==> src/rtl/q2b_seq_monitor_if.sv <==
// Handshake bundle for q2b_seq_monitor: stimulus inputs toward the monitor,
// status outputs back to whoever drives it.
interface q2b_seq_monitor_if #(
  parameter int CNT_W = 8
);
  logic             x;
  logic             y;
  logic             rearm;
  logic             f;
  logic             g;
  logic             granted;
  logic             denied;
  logic [CNT_W-1:0] grant_count;

  modport master (output x, y, rearm, input f, g, granted, denied, grant_count);
  modport slave  (input x, y, rearm, output f, g, granted, denied, grant_count);
endinterface

==> src/rtl/q2b_seq_monitor.sv <==
// Pattern-triggered enable controller: start pulse, overlapping x-pattern
// search, y confirm window, GRANT/DENY lockout with rearm, grant counter.
module q2b_seq_monitor #(
  parameter int                 PAT_LEN = 3,
  parameter logic [PAT_LEN-1:0] PAT     = 3'b101,
  parameter int                 Y_WIN   = 2,
  parameter int                 CNT_W   = 8
) (
  input logic            clk,
  input logic            resetn,
  q2b_seq_monitor_if.slave bus
);
  localparam int HW = (PAT_LEN > 1) ? PAT_LEN - 1 : 1;
  localparam int VW = $clog2(PAT_LEN + 1);
  localparam int KW = (Y_WIN > 1) ? $clog2(Y_WIN) : 1;

  typedef enum logic [2:0] {RST, F_PULSE, SEARCH, WAIT_Y, GRANT, DENY} state_t;

  state_t             state, state_next;
  logic [HW-1:0]      hist;
  logic [VW-1:0]      vcnt;
  logic [KW-1:0]      k;
  logic [CNT_W-1:0]   cnt;
  logic [PAT_LEN-1:0] cand;
  logic               match;
  logic               k_last;

  generate
    if (PAT_LEN > 1) begin : g_cand
      assign cand = {hist[PAT_LEN-2:0], bus.x};
    end else begin : g_cand1
      assign cand = bus.x;
    end
  endgenerate

  // The count guard keeps stale zeros in history from matching early.
  assign match  = (int'(vcnt) + 1 >= PAT_LEN) && (cand == PAT);
  assign k_last = (k == KW'(Y_WIN - 1));

  always_ff @(posedge clk) begin
    if (!resetn) state <= RST;
    else         state <= state_next;
  end

  always_comb begin
    state_next = state;
    case (state)
      RST:     state_next = F_PULSE;
      F_PULSE: state_next = SEARCH;
      SEARCH:  if (match) state_next = WAIT_Y;
      WAIT_Y: begin
        if (bus.y)       state_next = GRANT;
        else if (k_last) state_next = DENY;
      end
      GRANT, DENY: if (bus.rearm) state_next = SEARCH;
      default: state_next = RST;
    endcase
  end

  always_comb begin
    bus.f       = (state == F_PULSE);
    bus.g       = (state == WAIT_Y) || (state == GRANT);
    bus.granted = (state == GRANT);
    bus.denied  = (state == DENY);
  end

  assign bus.grant_count = cnt;

  always_ff @(posedge clk) begin
    if (!resetn) begin
      hist <= '0;
      vcnt <= '0;
      k    <= '0;
      cnt  <= '0;
    end else begin
      case (state)
        F_PULSE: begin
          hist <= '0;
          vcnt <= '0;
        end
        SEARCH: begin
          if (match) begin
            k <= '0;
          end else begin
            hist <= cand[HW-1:0];
            if (int'(vcnt) < PAT_LEN) vcnt <= vcnt + VW'(1);
          end
        end
        WAIT_Y: begin
          if (!bus.y && !k_last) k <= k + KW'(1);
          if (bus.y && cnt != '1) cnt <= cnt + CNT_W'(1);
        end
        GRANT, DENY: begin
          if (bus.rearm) begin
            hist <= '0;
            vcnt <= '0;
          end
        end
        default: ;
      endcase
    end
  end
endmodule

==> src/flat_wrapper.sv <==
// flat-port wrapper written by rule: the top's interface ports become plain ports
module q2b_seq_monitor_flat 
#(
  parameter int                 PAT_LEN = 3,
  parameter logic [PAT_LEN-1:0] PAT     = 3'b101,
  parameter int                 Y_WIN   = 2,
  parameter int                 CNT_W   = 8
)
  (clk, resetn, bus_x, bus_y, bus_rearm, bus_f, bus_g, bus_granted, bus_denied, bus_grant_count);
  q2b_seq_monitor_if #(.CNT_W(CNT_W)) bus_i ();
  input logic clk;
  input logic resetn;
  input wire logic [$bits(bus_i.x)-1:0] bus_x;
  input wire logic [$bits(bus_i.y)-1:0] bus_y;
  input wire logic [$bits(bus_i.rearm)-1:0] bus_rearm;
  output wire logic [$bits(bus_i.f)-1:0] bus_f;
  output wire logic [$bits(bus_i.g)-1:0] bus_g;
  output wire logic [$bits(bus_i.granted)-1:0] bus_granted;
  output wire logic [$bits(bus_i.denied)-1:0] bus_denied;
  output wire logic [$bits(bus_i.grant_count)-1:0] bus_grant_count;
  assign bus_i.x = bus_x;
  assign bus_i.y = bus_y;
  assign bus_i.rearm = bus_rearm;
  assign bus_f = bus_i.f;
  assign bus_g = bus_i.g;
  assign bus_granted = bus_i.granted;
  assign bus_denied = bus_i.denied;
  assign bus_grant_count = bus_i.grant_count;
  q2b_seq_monitor #(.PAT_LEN(PAT_LEN), .PAT(PAT), .Y_WIN(Y_WIN), .CNT_W(CNT_W)) u_core (.clk(clk), .resetn(resetn), .bus(bus_i));
endmodule
==> config.mk <==
export PLATFORM = sky130hd
export DESIGN_NAME = q2b_seq_monitor_flat
export DESIGN_NICKNAME = d
export VERILOG_FILES = /design/src/rtl/q2b_seq_monitor_if.sv /design/src/rtl/q2b_seq_monitor.sv /design/src/flat_wrapper.sv
export SDC_FILE = /design/constraint.sdc
export NUM_CORES = 1
export LEC_CHECK = 0
export ABC_CLOCK_PERIOD_IN_PS = 1860
export CAP_MARGIN = 5
export CORE_AREA = 2 2 56 42
export DETAILED_ROUTE_END_ITERATION = 7
export DIE_AREA = 0 0 58 44
export GPL_TIMING_DRIVEN = 0
export PLACE_DENSITY = 0.72
export SYNTH_ARGS = -nofsm -noshare
export SYNTH_HDL_FRONTEND = slang
export SYNTH_SLANG_ARGS = --single-unit
==> constraint.sdc <==
create_clock -name clk -period 1.86 [get_ports clk]
set_input_delay 0.558 -clock clk [delete_from_list [all_inputs] [get_ports clk]]
set_output_delay 0.558 -clock clk [all_outputs]
set_load 0.1 [all_outputs]
==> out/metrics.cfg, run 1 <==
[outcome]
outcome = completed

[clock_tree]
cts_root_buf = clkbuf_4
cts_sinks = 16
cts_tree = done
holdBufCountCts = 0
clockBufferDepth = 2
cts_buffers = 3
insertion_delay_ps = 290
cts_max_level = 1
clk_pin_slew_worst_paths_ps = 90

[route]
drt_iter0_drc = 21
routed_wl_mm = 2.32
firstDrtPassIters = 4
vias = 869
viasPerCell = 5.50
drc = 0
ant_nets = 0
post_drt_wl_per_cell_um = 14.7

[floorplanning]
start_util_pct = 45.8
ios = 17
core_area_sq_um = 2030
dieArea_sq_um = 2550
die_height_um = 44
rows = 14
die_x_um = 58

[logic_synthesis]
ys_async_sr_fraction_pct = 0
syn_area_per_cell_sq_um = 8.77
synth_top_area_share_pct = 34.5
synth.cell_area_sq_um = 930
synth_nets = 115
synth-edff-count = 0
netlist_instances = 106
synth_seq_cells = 16
synth_top_area_cell = dfxtp_1
synth.area.top_cells = dfxtp_1 34%, ha_1 5.4%, nand2_1 4.0%, o22ai_1 3.4%, nand3_1 3.2%
synth_ff_type = dfxtp_1
synth-warning-count = 0
ys_seq_area_share_pct = 34.5
synthDistinctLibCells = 36

[critical_path]
cp-start-kind = flip-flop
crit_fanout = 5
critical_path_buf_inv_count = 3
critPathCaptureType = output pin
r2r_start = u_core.state[1]$_SDFFE_PN0P_
cpPeakStageDelay_ps = 370
crit_chain = buf_8 -> nor2b_4 -> nand2_4 -> clkinvlp_4 -> buf_12
cp_top_family = flip-flops
r2r_slack_ps = 210
cp.arrival_ps = 1280
path_class = reg2out
rr_worst_depth = 7
path_depth = 5
worst_path_max_delay_cell = dfxtp_4
timing.rr.end = u_core.bus.grant_count[5]$_SDFFE_PN0P_
critical_path_required_ps = 1300

[hold_path]
hold_path_depth = 2
min_to = u_core.bus.grant_count[1]$_SDFFE_PN0P_
hp-start = u_core.bus.grant_count[1]$_SDFFE_PN0P_
hold_class = reg2reg

[layout]
fin_nets = 144
final_util_pct = 65.7
syn_to_final_growth_pct = 43.6
fin_cells = 158
stdcell_area_sq_um = 1340
antenna_cells = 0
layout-drive-gt1-share_pct = 35.8

[placement]
dpl_cell_area_sq_um = 1160
dp_hpwl_mm = 1.41
placedCellCount = 146
io_buffers = 16
gp_congestion = 0.774

[timing]
period_share_pct = 98.7
clock_skew_ps = 5.90
finalHoldViolations = 0
fmax_ghz = 0.545
post-route-min-period_ps = 1840
tightest_slew_ps = 548
slew_viol_final = 0
rsz0062_at_grt = yes
setup_viol = 0
max_slew_margin_pct = 63.7
fin_tns_setup_ps = 0

[flow_run]
maxCapViolations = 0

[global_routing]
grt_pass1_wl_mm = 3.64
grt_max_degree = 11
grt.overflow.total = 0
grt_pass1_vias = 829
antenna_found_initial = 0
track_usage_pct = 18.9

[power]
power_density_nw_per_um2 = 682
p_total_mw = 0.911
max-vdd-ir-drop_mv = 0.566
p_leak_nw = 0.571

==> cell usage after synthesis (2+ instances only) <==
master / n
a31oi_1: 2
xnor2_1: 2
nand2b_1: 4
mux2i_1: 2
a21oi_1: 3
nand3_1: 6
and2_1: 3
a41o_1: 2
nor3b_1: 2
inv_1: 4
nand3b_1: 3
and3_1: 4
nor2_1: 6
nor2b_1: 3
ha_1: 4
nand2_1: 10
o21ai_0: 6
dfxtp_1: 16
buf_4: 2
a21boi_0: 2
o22ai_1: 5
==> flip-flops by register name (all words and copies together) (netlist names) <==
register                count
u_core.vcnt                 2
u_core.k                    1
u_core.state                3
u_core.bus.grant_count      8
u_core.hist                 2
==> routing by layer <==
layer	track usage, %	vias up	wire, um
li1	-	438	-
met3	5.67	2	84
met1	26.0	411	1100
met2	29.3	18	1120
met4	4.19	0	11
met5	0	-	0
==> worst max-delay path by stage <==
stage,slack [ps],from,to
floorplan,-120,u_core.state[0]$_SDFFE_PN0P_,bus_f
global placement,-740,u_core.state[2]$_SDFFE_PN0P_,bus_denied
detailed placement,-770,u_core.state[2]$_SDFFE_PN0P_,bus_denied
CTS,-30,u_core.state[1]$_SDFFE_PN0P_,bus_g
global route,-40,u_core.state[2]$_SDFFE_PN0P_,bus_denied
finish,20,u_core.state[2]$_SDFFE_PN0P_,bus_denied
==> cell families (layout without fill, tap and decap cells) <==
kind of cell | Yosys count | count (layout) | share of synthesized area [%]
xor+xnor | 3 | 3 | 2.83
fa+ha+maj | 4 | 4 | 5.38
compound gates | 28 | 28 | 21.5
flops | 16 | 16 | 34.5
mux | 2 | 2 | 2.15
buf+inv | 9 | 37 | 5.38
simple gates | 44 | 44 | 28.3
==> layout by cell type, fill, tap and decap left out, types with 2 or more instances in the layout <==
master,synthesis,layout
nand2_1,10,9
buf_4,2,8
dfxtp_1,16,7
o21ai_0,6,6
nand3_1,6,6
dfxtp_2,0,6
nor2_1,6,5
buf_2,1,5
clkdlybuf4s15_2,0,5
and3_1,4,4
o22ai_1,5,4
ha_1,4,4
clkdlybuf4s50_1,0,4
buf_12,0,3
inv_1,4,3
and2_1,3,3
a21oi_1,3,3
nand3b_1,3,3
nand2b_1,4,3
clkbuf_4,0,3
dfxtp_4,0,3
a31oi_1,2,2
a41o_1,2,2
a21boi_0,2,2
mux2i_1,2,2
xnor2_1,2,2
nor2b_1,3,2
==> worst register-to-register path, cell delays in order, from the launching register on <==
cell	delay, ps
dfxtp_4	430
buf_4	130
buf_2	130
buf_4	130
nand4b_4	130
a211oi_4	270
a31oi_1	120
a41o_1	200
==> layout make-up <==
cell class | count | area (sq um)
Buffer | 4 | 43.8
Clock buffer | 4 | 36.3
Fill cell | 158 | 697
Inverter | 4 | 18.8
Multi-Input combinational cell | 81 | 614
Sequential cell | 16 | 339
Tap cell | 24 | 30.0
Timing Repair Buffer | 25 | 253
==> what timing repair did <==
| item | CTS | global route |
|---|---|---|
| gates resized for setup | 71 | 7 |
| setup endpoints to repair | 12 | 5 |
| cloned | 1 | 1 |
| buffers inserted | 2 | 5 |
| pin swaps | 1 | 2 |
==> power by group <==
group	internal, mW	leakage, nW	switching [mW]
registers	0.361	0.135	0.0249
clock network	0.119	0.0210	0.117
logic	0.123	0.416	0.166
total	0.603	0.571	0.308
==> through the flow <==
stage	hold slack [ps]	worst slack [ps]
5_1_grt	533	-40.8
2_1_floorplan	436	-116
6_report	505	24.1
4_1_cts	474	-34.1
3_5_place_dp	458	-767
3_3_place_gp	453	-742
Power figures use the tool's default switching activity.
==> run 2: changes to the inputs <==
CAP_MARGIN = 20   (was 5)
==> results of run 2 <==
Final layout, timing and power as in run 1 (identical DEF).
==> run 3: changes to the inputs <==
ABC_CLOCK_PERIOD_IN_PS = 2400   (was 1860)
SLEW_MARGIN = 20   (was not set)
clock period = 2.4 ns   (was 1.86 ns; I/O delays follow)
==> run 3 against run 2 <==
  * Critical path depth is 4 lower
  * Largest cell class unchanged
  * Critical path type unchanged
  * Count of clock-buffer cells in the layout down 1
  * Clock power fell by 40%
==> out/metrics.cfg, run 3 (same netlist as run 1, synthesis figures left out) <==
[outcome]
outcome = completed

[power]
power_switching_share_pct = 34.4
max-vdd-ir-drop_mv = 0.346
clkPwrFrac_pct = 23.4
p_sw_mw = 0.208
internal_power_mw = 0.397
seqPwrFrac_pct = 48.1
p_comb_share_pct = 28.4
p_leak_nw = 0.520
power_density_nw_per_um2 = 535

[layout]
final_cell_mix = 16 x dfxtp_1, 10 x nand2_1, 6 x o21ai_0, 6 x nand3_1, 6 x dlygate4sd2_1
antenna_cells = 0
stdcell_area_sq_um = 1130
fin_nets = 136
final_common_cell = dfxtp_1
layout-drive-gt1-share_pct = 14.4
largest_reg_flops = 8
syn_to_final_growth_pct = 21.7
fin_cells = 149
n_fill_cell = 201

[timing]
clock_skew_ps = 3.89
finalHoldViolations = 0
tightest_slew_ps = 962
post-route-min-period_ps = 2350
fin_tns_setup_ps = 0
period_share_pct = 97.7
layout_setup_ws_ps = 54.1
setup_viol = 0
max_slew_margin_pct = 36.1
rsz0062_at_grt = no
slew_viol_final = 0
fmax_ghz = 0.426

[clock_tree]
post_cts_buffers = 0
clockBufferDepth = 2
clk_pin_slew_worst_paths_ps = 90
cts_tree = done
insertion_delay_ps = 290
holdBufCountCts = 0
cts_root_buf = clkbuf_4
cts_buffers = 3
cts_max_level = 1
cts_sinks = 16
post_cts_resized = 24

[route]
vias = 807
drc = 0
post_drt_wl_per_cell_um = 13.4
viasPerCell = 5.42
ant_nets = 0
routed_wl_mm = 1.99
firstDrtPassIters = 4
drt_iter0_drc = 12

[floorplanning]
rows = 14
core_area_sq_um = 2030
ios = 17
die_height_um = 44
start_util_pct = 45.8
dieArea_sq_um = 2550
die_x_um = 58

[critical_path]
critical_path_buf_inv_count = 1
worst_path_max_delay_cell = clkdlybuf4s15_1
cpPeakStageDelay_ps = 860
crit_chain = clkdlybuf4s15_1
r2r_slack_ps = 830
critical_path_required_ps = 1680
cp.arrival_ps = 1630
path_class = reg2out
cp-start-kind = flip-flop
critPathCaptureType = output pin
crit_fanout = 7
cp_top_family = buffers and inverters

[global_routing]
grt_pass1_vias = 852
grt_max_degree = 11
grt.overflow.total = 0
antenna_found_initial = 0
track_usage_pct = 18.8
grt_pass1_wl_mm = 3.67

[placement]
gp_congestion = 0.777
dp_hpwl_mm = 1.50
io_buffers = 16
placedCellCount = 146
dpl_cell_area_sq_um = 1130
dp_slack_ps = -315

[hold_path]
hold_class = reg2reg

[flow_run]
maxCapViolations = 0

run 3: stage by stage:
stage / utilization [%] / power (mW) / hold WS (ps)
global route: 55.7 / 0.641 / 537
detailed placement: 55.8 / 0.475 / 457
CTS: 56.0 / 0.615 / 472
global placement: 55.8 / 0.470 / 448
floorplan: - / 0.433 / 436
finish: 55.7 / 0.605 / 478
run 3: layout make-up:
| cell class | instances | area, sq um | share of cell area [%] |
|---|---|---|---|
| multi-input combinational | 81 | 573 | 50.7 |
| clock buffer | 3 | 22.5 | 1.99 |
| inverter | 4 | 15.0 | 1.33 |
| timing repair buffer | 16 | 135 | 11.9 |
| tap | 24 | 30.0 | 2.65 |
| sequential | 16 | 320 | 28.3 |
| buffer | 5 | 35.0 | 3.10 |
run 3: worst paths after layout:
kind,startpoint,end,depth (start not counted)
hold / removal,u_core.hist[1]$_SDFFE_PN0P_,u_core.hist[1]$_SDFFE_PN0P_,2
hold reg to reg,u_core.hist[1]$_SDFFE_PN0P_,u_core.hist[1]$_SDFFE_PN0P_,2
setup / recovery,u_core.bus.grant_count[3]$_SDFFE_PN0P_,bus_grant_count[3],1
setup reg to reg,u_core.bus.grant_count[0]$_SDFFE_PN0P_,u_core.bus.grant_count[5]$_SDFFE_PN0P_,5
run 3: power by group through the flow:
stage / registers, mW / clock network (mW) / logic [mW]
2_1_floorplan: 0.301 / 0 / 0.132
3_3_place_gp: 0.296 / 0 / 0.174
3_5_place_dp: 0.298 / 0 / 0.178
4_1_cts: 0.291 / 0.149 / 0.175
5_1_grt: 0.293 / 0.161 / 0.187
6_report: 0.291 / 0.142 / 0.172
run 3: metal layers:
metal  GRT usage, %  vias to the layer above  part of all wire, %
met3           6.57                        3                  3.6
met4           5.12                        0                 0.70
met2           30.0                       12                   46
li1               -                      421                    -
met5              0                        -                    0
met1           24.4                      371                   50
